==> src/rtl/clock_div_pkg.sv <==
// Shared constants and helpers for the multi-channel clock divider.
// A package cannot take parameters. The width-dependent types cnt_t and
// chan_cfg_t are therefore declared in clock_div_chan from its CNT_W
// parameter. This package holds the default sizes and the select-width helper.
package clock_div_pkg;

    localparam int DEF_NUM_CH = 4;
    localparam int DEF_CNT_W  = 26;
    localparam int DEF_HALF   = 25_000_000;   // 1 Hz at 50 MHz

    // The channel-select field stays at least one bit wide, even for one channel.
    function automatic int ch_sel_w(input int n);
        return (n > 1) ? $clog2(n) : 1;
    endfunction

endpackage

==> src/rtl/clock_div_chan.sv <==
// One divider channel: phase counter, output level, rise tick and a
// shadow/pending config register.
// A new config reaches the active lengths only at a period boundary, which
// is the falling edge of the output, or when the channel is forced low.
module clock_div_chan
    import clock_div_pkg::*;
#(
    parameter int CNT_W        = DEF_CNT_W,
    parameter int DEFAULT_HALF = DEF_HALF
) (
    input  logic             clk_in,
    input  logic             rst,
    input  logic             i_en,
    input  logic             i_sync,
    input  logic             i_cfg_we,
    input  logic [CNT_W-1:0] i_cfg_hi,
    input  logic [CNT_W-1:0] i_cfg_lo,
    output logic             o_pending,
    output logic             o_clk,
    output logic             o_tick
);

    typedef logic [CNT_W-1:0] cnt_t;
    typedef struct packed {
        cnt_t hi;
        cnt_t lo;
    } chan_cfg_t;

    localparam cnt_t      RST_LEN = cnt_t'(DEFAULT_HALF);
    localparam chan_cfg_t RST_CFG = '{hi: RST_LEN, lo: RST_LEN};

    cnt_t      r_cnt;
    logic      r_clk;
    logic      r_tick;
    logic      r_pending;
    chan_cfg_t r_act;
    chan_cfg_t r_shadow;

    cnt_t      w_len;
    cnt_t      w_last;
    logic      w_wrap;
    logic      w_fall;
    logic      w_apply;

    // Select the length of the current phase. A length of 0 behaves like 1.
    always_comb begin
        w_len   = r_clk ? r_act.hi : r_act.lo;
        w_last  = (w_len == '0) ? '0 : (w_len - cnt_t'(1));
        w_wrap  = (r_cnt == w_last);
        w_fall  = i_en && !i_sync && w_wrap && r_clk;
        w_apply = r_pending && (i_sync || !i_en || w_fall);
    end

    // Counter and level. Sync and disable both restart the channel low.
    // The tick is registered together with the level, so there is no skew.
    always_ff @(posedge clk_in) begin
        if (rst) begin
            r_cnt  <= '0;
            r_clk  <= 1'b0;
            r_tick <= 1'b0;
        end else if (i_sync || !i_en) begin
            r_cnt  <= '0;
            r_clk  <= 1'b0;
            r_tick <= 1'b0;
        end else if (w_wrap) begin
            r_cnt  <= '0;
            r_clk  <= ~r_clk;
            r_tick <= ~r_clk;
        end else begin
            r_cnt  <= r_cnt + cnt_t'(1);
            r_tick <= 1'b0;
        end
    end

    // Shadow config. A write is only issued while nothing is pending, so a
    // write and an apply never collide. A write issued together with a sync
    // stays pending until the next boundary.
    always_ff @(posedge clk_in) begin
        if (rst) begin
            r_act     <= RST_CFG;
            r_shadow  <= RST_CFG;
            r_pending <= 1'b0;
        end else if (i_cfg_we) begin
            r_shadow  <= '{hi: i_cfg_hi, lo: i_cfg_lo};
            r_pending <= 1'b1;
        end else if (w_apply) begin
            r_act     <= r_shadow;
            r_pending <= 1'b0;
        end
    end

    assign o_pending = r_pending;
    assign o_clk     = r_clk;
    assign o_tick    = r_tick;

endmodule

==> src/rtl/clock_div_multi.sv <==
// N-channel programmable clock divider with glitch-free runtime reprogramming.
// Build option CLK_DIV_DUTY_EN adds the cfg_low port, which gives each
// channel an independent low-phase length. Without it, both phases use cfg_half.
module clock_div_multi
    import clock_div_pkg::*;
#(
    parameter  int NUM_CH       = DEF_NUM_CH,
    parameter  int CNT_W        = DEF_CNT_W,
    parameter  int DEFAULT_HALF = DEF_HALF,
    localparam int CH_W         = ch_sel_w(NUM_CH)
) (
    input  logic              clk_in,
    input  logic              rst,
    input  logic [NUM_CH-1:0] ch_en,
    input  logic              sync,
    input  logic              cfg_valid,
    output logic              cfg_ready,
    input  logic [CH_W-1:0]   cfg_ch,
    input  logic [CNT_W-1:0]  cfg_half,
`ifdef CLK_DIV_DUTY_EN
    input  logic [CNT_W-1:0]  cfg_low,
`endif
    output logic [NUM_CH-1:0] clk_out,
    output logic [NUM_CH-1:0] tick
);

    logic [NUM_CH-1:0] w_pending;
    logic [NUM_CH-1:0] w_cfg_we;
    logic              w_sel_pending;
    logic              w_accept;
    logic [CNT_W-1:0]  w_cfg_lo;

`ifdef CLK_DIV_DUTY_EN
    assign w_cfg_lo = cfg_low;
`else
    assign w_cfg_lo = cfg_half;
`endif

    // Decode the target channel. A channel number with no channel behind it
    // selects nothing, so the request is accepted and then dropped.
    always_comb begin
        w_sel_pending = 1'b0;
        w_cfg_we      = '0;
        w_accept      = cfg_valid && cfg_ready;
        for (int i = 0; i < NUM_CH; i++) begin
            if (int'(cfg_ch) == i) begin
                w_sel_pending = w_pending[i];
                w_cfg_we[i]   = w_accept;
            end
        end
    end

    assign cfg_ready = !rst && !w_sel_pending;

    for (genvar g = 0; g < NUM_CH; g++) begin : g_ch
        clock_div_chan #(
            .CNT_W        (CNT_W),
            .DEFAULT_HALF (DEFAULT_HALF)
        ) u_chan (
            .clk_in    (clk_in),
            .rst       (rst),
            .i_en      (ch_en[g]),
            .i_sync    (sync),
            .i_cfg_we  (w_cfg_we[g]),
            .i_cfg_hi  (cfg_half),
            .i_cfg_lo  (w_cfg_lo),
            .o_pending (w_pending[g]),
            .o_clk     (clk_out[g]),
            .o_tick    (tick[g])
        );
    end

endmodule
==> config.mk <==
export PLATFORM = sky130hd
export DESIGN_NAME = clock_div_multi
export DESIGN_NICKNAME = d
export VERILOG_FILES = /design/src/rtl/clock_div_pkg.sv /design/src/rtl/clock_div_chan.sv /design/src/rtl/clock_div_multi.sv
export SDC_FILE = /design/constraint.sdc
export NUM_CORES = 1
export LEC_CHECK = 0
export ABC_AREA = 0
export BUFFER_PORTS_ARGS = -buffer_cell sky130_fd_sc_hd__buf_2
export CAP_MARGIN = 20
export CORE_MARGIN = 2
export CORE_UTILIZATION = 60
export CTS_BUF_LIST = sky130_fd_sc_hd__clkbuf_4
export CTS_CLUSTER_SIZE = 24
export DETAILED_ROUTE_END_ITERATION = 6
export GPL_TIMING_DRIVEN = 0
export PLACE_DENSITY = 0.8
export SLEW_MARGIN = 20
export SYNTH_ARGS = -nofsm -noshare
export SYNTH_HDL_FRONTEND = slang
export SYNTH_HIERARCHICAL = 1
export SYNTH_SLANG_ARGS = --single-unit
==> constraint.sdc <==
create_clock -name clk_in -period 4.5 [get_ports clk_in]
set_input_delay 0.9 -clock clk_in [delete_from_list [all_inputs] [get_ports clk_in]]
set_output_delay 0.9 -clock clk_in [all_outputs]
set_load 0.05 [all_outputs]
After elaboration in Yosys (flattened, before gate mapping)
Cells that the tools add are included.
- register bits after elaboration: 324
- bits in latches: 0
- memory bits (writable): 0
- ROM bits: 0
- input port bits: 36
- output and inout bits: 9
- memories kept: 0
- add/sub/neg operators: 8
- multiply operators: 0
- div/mod/pow operators: 0
- $lt $le $gt $ge: 0
- equal/unequal tests: 7
- shift operators: 0
- mux-type cells: 20
- bitwise logic cells: 12
- reduce and logical (&&, ||, !) cells: 58
- operators with widths (kind ; number):
    adder 26 x 1 -> 26 bit (second input constant) ; 4
    equality test 26 bit ; 4
    logical NOT 26 bit ; 4
    two-way mux 26 bit ; 4
    subtractor 26 x 1 -> 26 bit (second input constant) ; 4
    OR reduction 3 bit ; 8
    logical AND 1 bit ; 18
    two-way mux 1 bit ; 16
    NOT 1 bit ; 12
    logical OR 1 bit ; 8
    AND reduction 2 bit ; 4
    nonzero test 2 bit ; 4
    OR reduction 2 bit ; 4
    logical NOT 1 bit ; 7
    equality test 2 bit (second input constant) ; 2
    equality test 2 x 1 -> 1 bit (second input constant) ; 1
    logical NOT 2 bit ; 1

Logic depth before layout (Yosys ltp)
Gate-level depths: netlist (run 1).
- depth after elaboration: 11
- depth in mapped cells: 19
- depth with buffers taken out: 13

Cells and area by module
The synthesis (run 1) kept the hierarchy.
- by module, submodules not included (module ; times used ; cells each ; area each (sq um) ; sequential area each (sq um)):
    clock_div_chan ; 4 ; 773 ; 6957.9 ; 2662.6
    clock_div_multi ; 1 ; 8 ; 67.6 ; 0.0

Worst setup path after synthesis (run 1)
No wires, ideal clock.
- path type: register to register
- start point: register g_ch[0].u_chan.r_clk
- end point: register g_ch[0].u_chan/r_act[11] (netlist name)
- library setup time: 0.072 ns
- arrival: 5.246 ns
- required time: 4.428 ns
- setup slack: -0.817 ns
- cell stages (with the launch flop): 20
- path buffers: 7
- period minus slack after synthesis: 5.317 ns
- path through: dfxtp_1 > buf_4 > buf_2 > buf_2 > buf_2 > buf_2 > mux2i_1 > ha_1 > nor4b_1 > nor2_1 > nor2_1 > a22oi_1 > o32a_1 > a2111oi_0 > and4bb_1 > nand4_1 > a311oi_2 > buf_6 > buf_12 > mux2i_1
- cells in the longest elaborated chain, start to end: 4
- ends and longest elaborated chain (item ; RTL line ; text):
    start, declared ; clock_div_chan.sv:33 ; logic r_clk;
    start signal, assigned ; clock_div_chan.sv:67 ; r_clk <= ~r_clk;
    logical AND 1 bit ; clock_div_chan.sv:50 ; w_fall = i_en && !i_sync && w_wrap && r_clk;
    logical OR 1 bit ; clock_div_chan.sv:51 ; w_apply = r_pending && (i_sync || !i_en || w_fall);
    logical AND 1 bit ; clock_div_chan.sv:51 ;
    AND reduction 2 bit (no line) ; - ;
    end signal, assigned ; clock_div_chan.sv:87 ; r_act <= r_shadow;
    end, declared ; clock_div_chan.sv:36 ; chan_cfg_t r_act;
Every way passes these cells.
A chain may end at the register's enable or synchronous reset.

Worst setup path in the final report (run 1)
- start point: register g_ch[1].u_chan.r_clk
- end point: register g_ch[1].u_chan/r_act[26] (netlist name)
- cells in the longest elaborated chain, start to end: 4
- ends and longest elaborated chain (item ; RTL line):
    start, declared ; clock_div_chan.sv:33
    start signal, assigned ; clock_div_chan.sv:67
    logical AND 1 bit ; clock_div_chan.sv:50
    logical OR 1 bit ; clock_div_chan.sv:51
    logical AND 1 bit ; clock_div_chan.sv:51
    AND reduction 2 bit (no line) ; -
    end signal, assigned ; clock_div_chan.sv:87
    end, declared ; clock_div_chan.sv:36
Every way passes these cells.

==> flow_metrics.env, run 1 <==
export IMPL_outcome="finished clean"
export IMPL_slew_headroom_pct=33.2
export IMPL_dp_hpwl_um=57900
export IMPL_vias=24142
export IMPL_power_ir_vdd_worst_mv=0.206
export IMPL_clk_latency_ns=0.98
export IMPL_grt_usage_pct=32.3
export IMPL_cap_viol_max_count=0
export IMPL_grt_pass1_wl_um=123000
export IMPL_critical_path_class="flip-flop to flip-flop"
export IMPL_setup_viol_count_final=0
export IMPL_htreeDepth=4
export IMPL_post_place_cells=3751
export IMPL_fin_cells=4039
export IMPL_pin_count=45
export IMPL_netlist_instances=3100
export IMPL_grt_pass1_vias=23387
export IMPL_fp_dieArea_um2=48200
export IMPL_fin_util_pct=68.2
export IMPL_ctsRootBufferMaster="clkbuf_4"
export IMPL_start_kind="flip-flop"
export IMPL_synth_edf_count=0
export IMPL_endpoint_kind="flip-flop"
export IMPL_worstPathRequired_ns=5.36
export IMPL_wl_um=79300
export IMPL_synthTopCellsByArea="dfxtp_1 38%, mux2i_1 19%, nor2_1 6.4%"
export IMPL_cp_common_cell="buf_12"
export IMPL_max_clock_freq_ghz=0.224
export IMPL_synth_top_area_cell="dfxtp_1"
export IMPL_final_cell_mix="528 x dfxtp_1, 513 x mux2i_1, 465 x nor2_1"
export IMPL_clk_pin_slew_ns=0.06
export IMPL_async_flop_share_pct=0
export IMPL_p_leak_nw=10.7
export IMPL_drtAntennaViolNets=0
export IMPL_yosys_cell_types_count=76
export IMPL_syn_area_um2=27900
export IMPL_rows=79
export IMPL_vias_per_cell=5.98
export IMPL_synthFlopType="dfxtp_1"
export IMPL_clkSinkCount=532
export IMPL_synth_seq_cells=532
export IMPL_final_max_slew_violation_count=0
export IMPL_portBuffers=44
export IMPL_post_drt_wl_per_cell_um=19.6
export IMPL_clock_path_buffers=3
export IMPL_yosysWarnings=6
export IMPL_nets=3383
export IMPL_synth_top_cell_area_share_pct=38.2
export IMPL_die_w_um=220
export IMPL_cp_max_fo=19
export IMPL_crit_path_top_delay_cell="or4b_1"
export IMPL_setup_tns_ns=0
export IMPL_total_power_mw=9.40
export IMPL_area_delta_synth_final_pct=13.2
export IMPL_hp_class="input pin to flip-flop"
export IMPL_fin_crit_ns=4.46
export IMPL_crit_path_cell_trace="buf_8, buf_12, buf_12, mux2i_2, ha_2, nor4b_4, buf_4, nor2_4, nor4_4, xnor2_2, or4b_1, nand3_2, o311a_1, nand4_1, a311oi_2, buf_6, buf_12, mux2i_1"
export IMPL_fillers=3609
export IMPL_core_um2=46300
export IMPL_gp_congestion=0.958
export IMPL_ys_seq_area_share_pct=38.2
export IMPL_fin_crit_sh_pct=99.2
export IMPL_tritoncts="built"
export IMPL_syn_num_nets=3144
export IMPL_dr_pass1_iters=7
export IMPL_worstMarginPinSlew_ns=0.996
export IMPL_fin_skew_ns=0.0621
export IMPL_crit_arrival_ns=5.33
export IMPL_die_h_um=220
export IMPL_cp_slowest_stage_delay_ns=0.55
export IMPL_cts_buffers=139
export IMPL_hold_viol=0
export IMPL_start_util_pct=60.3
export IMPL_grt_max_degree=20
export IMPL_synth_avg_cell_area_um2=9.00
export IMPL_hold_ws_ns=0.337
export IMPL_drt_iter0_markers=1788
export IMPL_power_density_nw_per_um2=298
export IMPL_final_common_cell="dfxtp_1"
export IMPL_drc_errors=0
export IMPL_grt_overflow=0
export IMPL_cts_hold_buf=0
export IMPL_antenna_found_initial=2
export IMPL_drive_gt1_share_pct=14.7
path summary, 6_finish.rpt:
check                                                start                  endpoint  slack (ns)  cells after the start
worst max-delay path                  g_ch[1].u_chan/o_clk  g_ch[1].u_chan/r_act[26]        0.04                     18
worst min-delay path                              ch_en[1]      g_ch[1].u_chan/o_clk        0.34                      3
worst max register to register        g_ch[1].u_chan/o_clk  g_ch[1].u_chan/r_act[26]        0.04                     18
worst min register to register  g_ch[3].u_chan/r_shadow[3]   g_ch[3].u_chan/r_act[3]        0.43                      2
flip-flops by register name, summed over array words and instances, names as in the netlist:
name	cells
g_ch.u_chan/r_act	208
g_ch.u_chan/o_clk	4
g_ch.u_chan/r_shadow	208
g_ch.u_chan/o_tick	4
g_ch.u_chan/r_cnt	104
g_ch.u_chan/o_pending	4
cell usage after synthesis, types with 12 or more instances:
master / count
a211oi_1: 20
a21oi_1: 44
a22oi_1: 16
and2_1: 12
and3_1: 48
buf_1: 12
buf_12: 20
buf_2: 20
clkbuf_1: 112
dfxtp_1: 532
inv_1: 40
mux2_2: 12
mux2i_1: 520
nand2_1: 408
nand2b_1: 16
nand3_1: 68
nand4_1: 32
nor2_1: 473
nor2b_1: 12
nor3_1: 54
nor3b_1: 18
nor4_1: 36
nor4b_1: 16
o21a_1: 20
o21ai_0: 16
o22ai_1: 16
o31ai_1: 16
o32a_1: 20
or2_2: 12
or3_1: 36
or3b_2: 20
or4_1: 12
xnor2_1: 92
xor2_1: 84
metrics by stage:
| step | worst slack, ns | instance area, um2 |
|---|---|---|
| 3_5_place_dp | -0.944 | 29000 |
| 4_1_cts | 0.00954 | 31000 |
| 5_1_grt | -0.102 | 31600 |
| 3_3_place_gp | -0.816 | 29000 |
| 2_1_floorplan | 0.0136 | 28000 |
| 6_report | 0.0371 | 31600 |
what timing repair did:
item                       in CTS  in global routing
setup endpoints to repair     324                289
resized for setup              53                 49
hold endpoints to repair        0                  0
pin swaps                      14                 29
buffers inserted               16                 47
gates cloned                    0                  0
worst max-delay path, delay by kind of cell (launching register included):
kind	cells	cell delay, ns
DFF	1	0.39
AOI/OAI and AO/OA	2	0.50
adders and majority gates	1	0.24
muxes	2	0.44
xor gates and xnor gates	1	0.14
buffers and inverters	6	1.04
and+or+nand+nor	6	1.61
where the power goes:
group | total [mW] | internal, mW | switching, mW
combinational | 0.408 | 0.123 | 0.284
sequential | 4.78 | 4.75 | 0.0299
clock | 4.21 | 2.22 | 1.99
layer usage:
layer	track usage, %	wire, um	vias up
met4	16.3	3250	0
li1	-	-	11494
met2	52.4	36800	830
met5	0	0	-
met3	5.71	4880	192
met1	41.4	34300	11626
cells by family (layout without fill, tap and decap cells):
group / count (synthesis) / after routing / synth area share (%)
AO/OA/AOI/OAI: 280 / 280 / 7.84
XOR/XNOR: 188 / 188 / 6.51
adder cells (fa/ha/maj): 8 / 8 / 0.359
buffers and inverters: 216 / 543 / 4.38
flip-flops: 532 / 532 / 38.2
multiplexers: 533 / 533 / 19.2
other: 0 / 5 / 0
AND/OR/NAND/NOR: 1343 / 1343 / 23.5
area by class of cell:
type,count,area [um2],share of cell area [%]
Sequential cell,532,10700,33.8
Buffer,167,1160,3.69
Multi-Input combinational cell,2352,16400,52.0
Tap cell,607,759,2.41
Clock buffer,196,1470,4.66
Timing Repair Buffer,107,691,2.19
Antenna cell,5,12.5,0.0396
Clock inverter,33,251,0.797
Inverter,40,150,0.476
Note: power is estimated with default switching activity, not from simulation.
==> run 2, diff against run 1 <==
clock period = 3.64 ns   (was 4.5 ns; I/O delays follow)
==> flow_metrics.env, run 2 (synthesized netlist as in run 1, its figures left out) <==
export IMPL_start_util_pct=60.3
export IMPL_power_density_nw_per_um2=346
export IMPL_final_cell_mix="528 x dfxtp_1, 504 x mux2i_1, 401 x nand2_1"
export IMPL_crit_cells=18
export IMPL_outcome="finished, violations left"
export IMPL_crit_path_cell_trace="buf_8, buf_4, buf_4, nor4b_1, o22ai_1, nor4_4, a22oi_2, o32a_1, a2111oi_2, and4bb_2, nand4_1, buf_4, a311oi_2, buf_6, buf_12, buf_12, clkbuf_16, mux2i_1"
export IMPL_reg_top3="g_ch.u_chan/r_act (208), g_ch.u_chan/r_shadow (208), g_ch.u_chan/r_cnt (104)"
export IMPL_crit_path_top_delay_cell="nor4b_1"
export IMPL_drtAntennaViolNets=0
export IMPL_multi_input_area_um2=17100
export IMPL_hold_depth=3
export IMPL_dp_hpwl_um=57600
export IMPL_fin_skew_ns=0.0548
export IMPL_crit_buf_inv=8
export IMPL_tritoncts="built"
export IMPL_cp_top_family="compound AO/OA/AOI/OAI gates"
export IMPL_die_h_um=220
export IMPL_drc_errors=0
export IMPL_htreeDepth=4
export IMPL_clk_latency_ns=1.00
export IMPL_power_ir_vdd_worst_mv=0.340
export IMPL_antenna_found_initial=2
export IMPL_critical_path_class="flip-flop to flip-flop"
export IMPL_failed_checks="negative setup slack"
export IMPL_cp_max_fo=10
export IMPL_fin_crit_ns=4.61
export IMPL_dr_pass1_iters=5
export IMPL_r2r_start="g_ch[1].u_chan/o_clk"
export IMPL_final_common_cell="dfxtp_1"
export IMPL_placed_cell_area_um2=29400
export IMPL_grt_pass1_vias=24862
export IMPL_final_max_slew_violation_count=0
export IMPL_detailedPlace_worstSlack_ns=-1.21
export IMPL_setup_viol_count_final=321
export IMPL_clock_path_buffers=3
export IMPL_endpoint_kind="flip-flop"
export IMPL_setup_tns_ns=-176.06
export IMPL_drt_iter0_markers=2183
export IMPL_area_delta_synth_final_pct=21.5
export IMPL_hold_ws_ns=0.186
export IMPL_layout_setup_ws_ns=-0.972
export IMPL_cp_slowest_stage_delay_ns=0.48
export IMPL_grt_usage_pct=34.9
export IMPL_rrSetupSlack_ns=-0.97
export IMPL_cap_viol_max_count=0
export IMPL_clk_pin_slew_ns=0.06
export IMPL_r2r_end="g_ch[1].u_chan/r_act[28]"
export IMPL_crit_arrival_ns=5.53
export IMPL_fin_util_pct=73.3
export IMPL_gp_congestion=0.951
export IMPL_portBuffers=44
export IMPL_hp_start="ch_en[0]"
export IMPL_min_to="g_ch[0].u_chan/o_clk"
export IMPL_die_w_um=220
export IMPL_final_area_um2=33900
export IMPL_hp_class="input pin to flip-flop"
export IMPL_fillers=3316
export IMPL_clkSinkCount=532
export IMPL_total_power_mw=11.7
export IMPL_p_leak_nw=11.6
export IMPL_fin_cells=4153
export IMPL_worstMarginPinSlew_ns=0.802
export IMPL_rsz0062_at_grt="yes"
export IMPL_drive_gt1_share_pct=22.1
export IMPL_grt_overflow=0
export IMPL_wl_um=86500
export IMPL_max_clock_freq_ghz=0.217
export IMPL_grt_pass1_wl_um=133000
export IMPL_pin_count=45
export IMPL_seqCellArea_um2=10700
export IMPL_worstPathRequired_ns=4.56
export IMPL_post_place_cells=3751
export IMPL_vias=25553
export IMPL_fp_dieArea_um2=48200
export IMPL_reg2reg_depth=18
export IMPL_post_drt_wl_per_cell_um=20.8
export IMPL_cts_buffers=137
export IMPL_vias_per_cell=6.15
export IMPL_nets=3495
export IMPL_start_kind="flip-flop"
export IMPL_rows=79
export IMPL_slew_headroom_pct=46.5
export IMPL_cp_common_cell="buf_4"
export IMPL_grt_max_degree=17
export IMPL_ctsRootBufferMaster="clkbuf_4"
export IMPL_fin_crit_sh_pct=127
export IMPL_hold_viol=0
export IMPL_core_um2=46300
[run 2: metal layers]
| metal | global-route usage, % | wire [um] | vias up |
|---|---|---|---|
| met2 | 57.2 | 40600 | 1201 |
| met1 | 43.4 | 35300 | 12308 |
| li1 | - | - | 11737 |
| met5 | 0 | 0 | - |
| met4 | 17.1 | 3930 | 0 |
| met3 | 7.65 | 6610 | 307 |
[run 2: timing repair]
action                                  CTS  global route
resized for setup                       166           151
pin swaps                                79            55
endpoints found under the setup margin  324           324
cloned                                   24             4
hold buffers                              0             0
buffers inserted                        121            41
[run 2: how the worst max path moves through the flow]
stage	from	end	slack (ns)
6_report	g_ch[1].u_chan/o_clk	g_ch[1].u_chan/r_act[28]	-0.97
5_1_grt	g_ch[1].u_chan/o_clk	g_ch[1].u_chan/r_act[23]	-1.06
4_1_cts	g_ch[0].u_chan/o_clk	g_ch[0].u_chan/r_act[0]	-0.70
3_5_place_dp	g_ch[1].u_chan/o_clk	g_ch[1].u_chan/r_act[47]	-1.21
3_3_place_gp	g_ch[1].u_chan/o_clk	g_ch[1].u_chan/r_act[28]	-1.11
2_1_floorplan	g_ch[0].u_chan/o_clk	g_ch[0].u_chan/r_act[11]	-0.45
[run 2: power breakdown]
| part | internal, mW | total, mW | switching (mW) | leakage, nW |
|---|---|---|---|---|
| sequential | 5.87 | 5.91 | 0.0380 | 4.30 |
| combinational | 0.204 | 0.591 | 0.388 | 6.27 |
| clock | 2.75 | 5.23 | 2.48 | 1.02 |
| total | 8.83 | 11.7 | 2.91 | 11.6 |
[run 2: area by class of cell]
type                       instances  area share, %
antenna                            7         0.0517
buffer                           168           3.72
clock buffer                     197           4.36
clock inverter                    30          0.701
inverter                          40          0.443
multi-input combinational       2352           50.5
sequential                       532           31.5
tap                              607           2.24
timing repair buffer             220           6.56
[run 2: worst reg2reg max path, cell delays in order (launching register included)]
cell	delay [ns]
dfxtp_4	0.38
buf_8	0.11
buf_4	0.18
buf_4	0.25
nor4b_1	0.48
o22ai_1	0.30
nor4_4	0.39
a22oi_2	0.14
o32a_1	0.32
a2111oi_2	0.35
and4bb_2	0.32
nand4_1	0.11
buf_4	0.17
a311oi_2	0.30
buf_6	0.17
buf_12	0.11
buf_12	0.12
clkbuf_16	0.16
mux2i_1	0.19
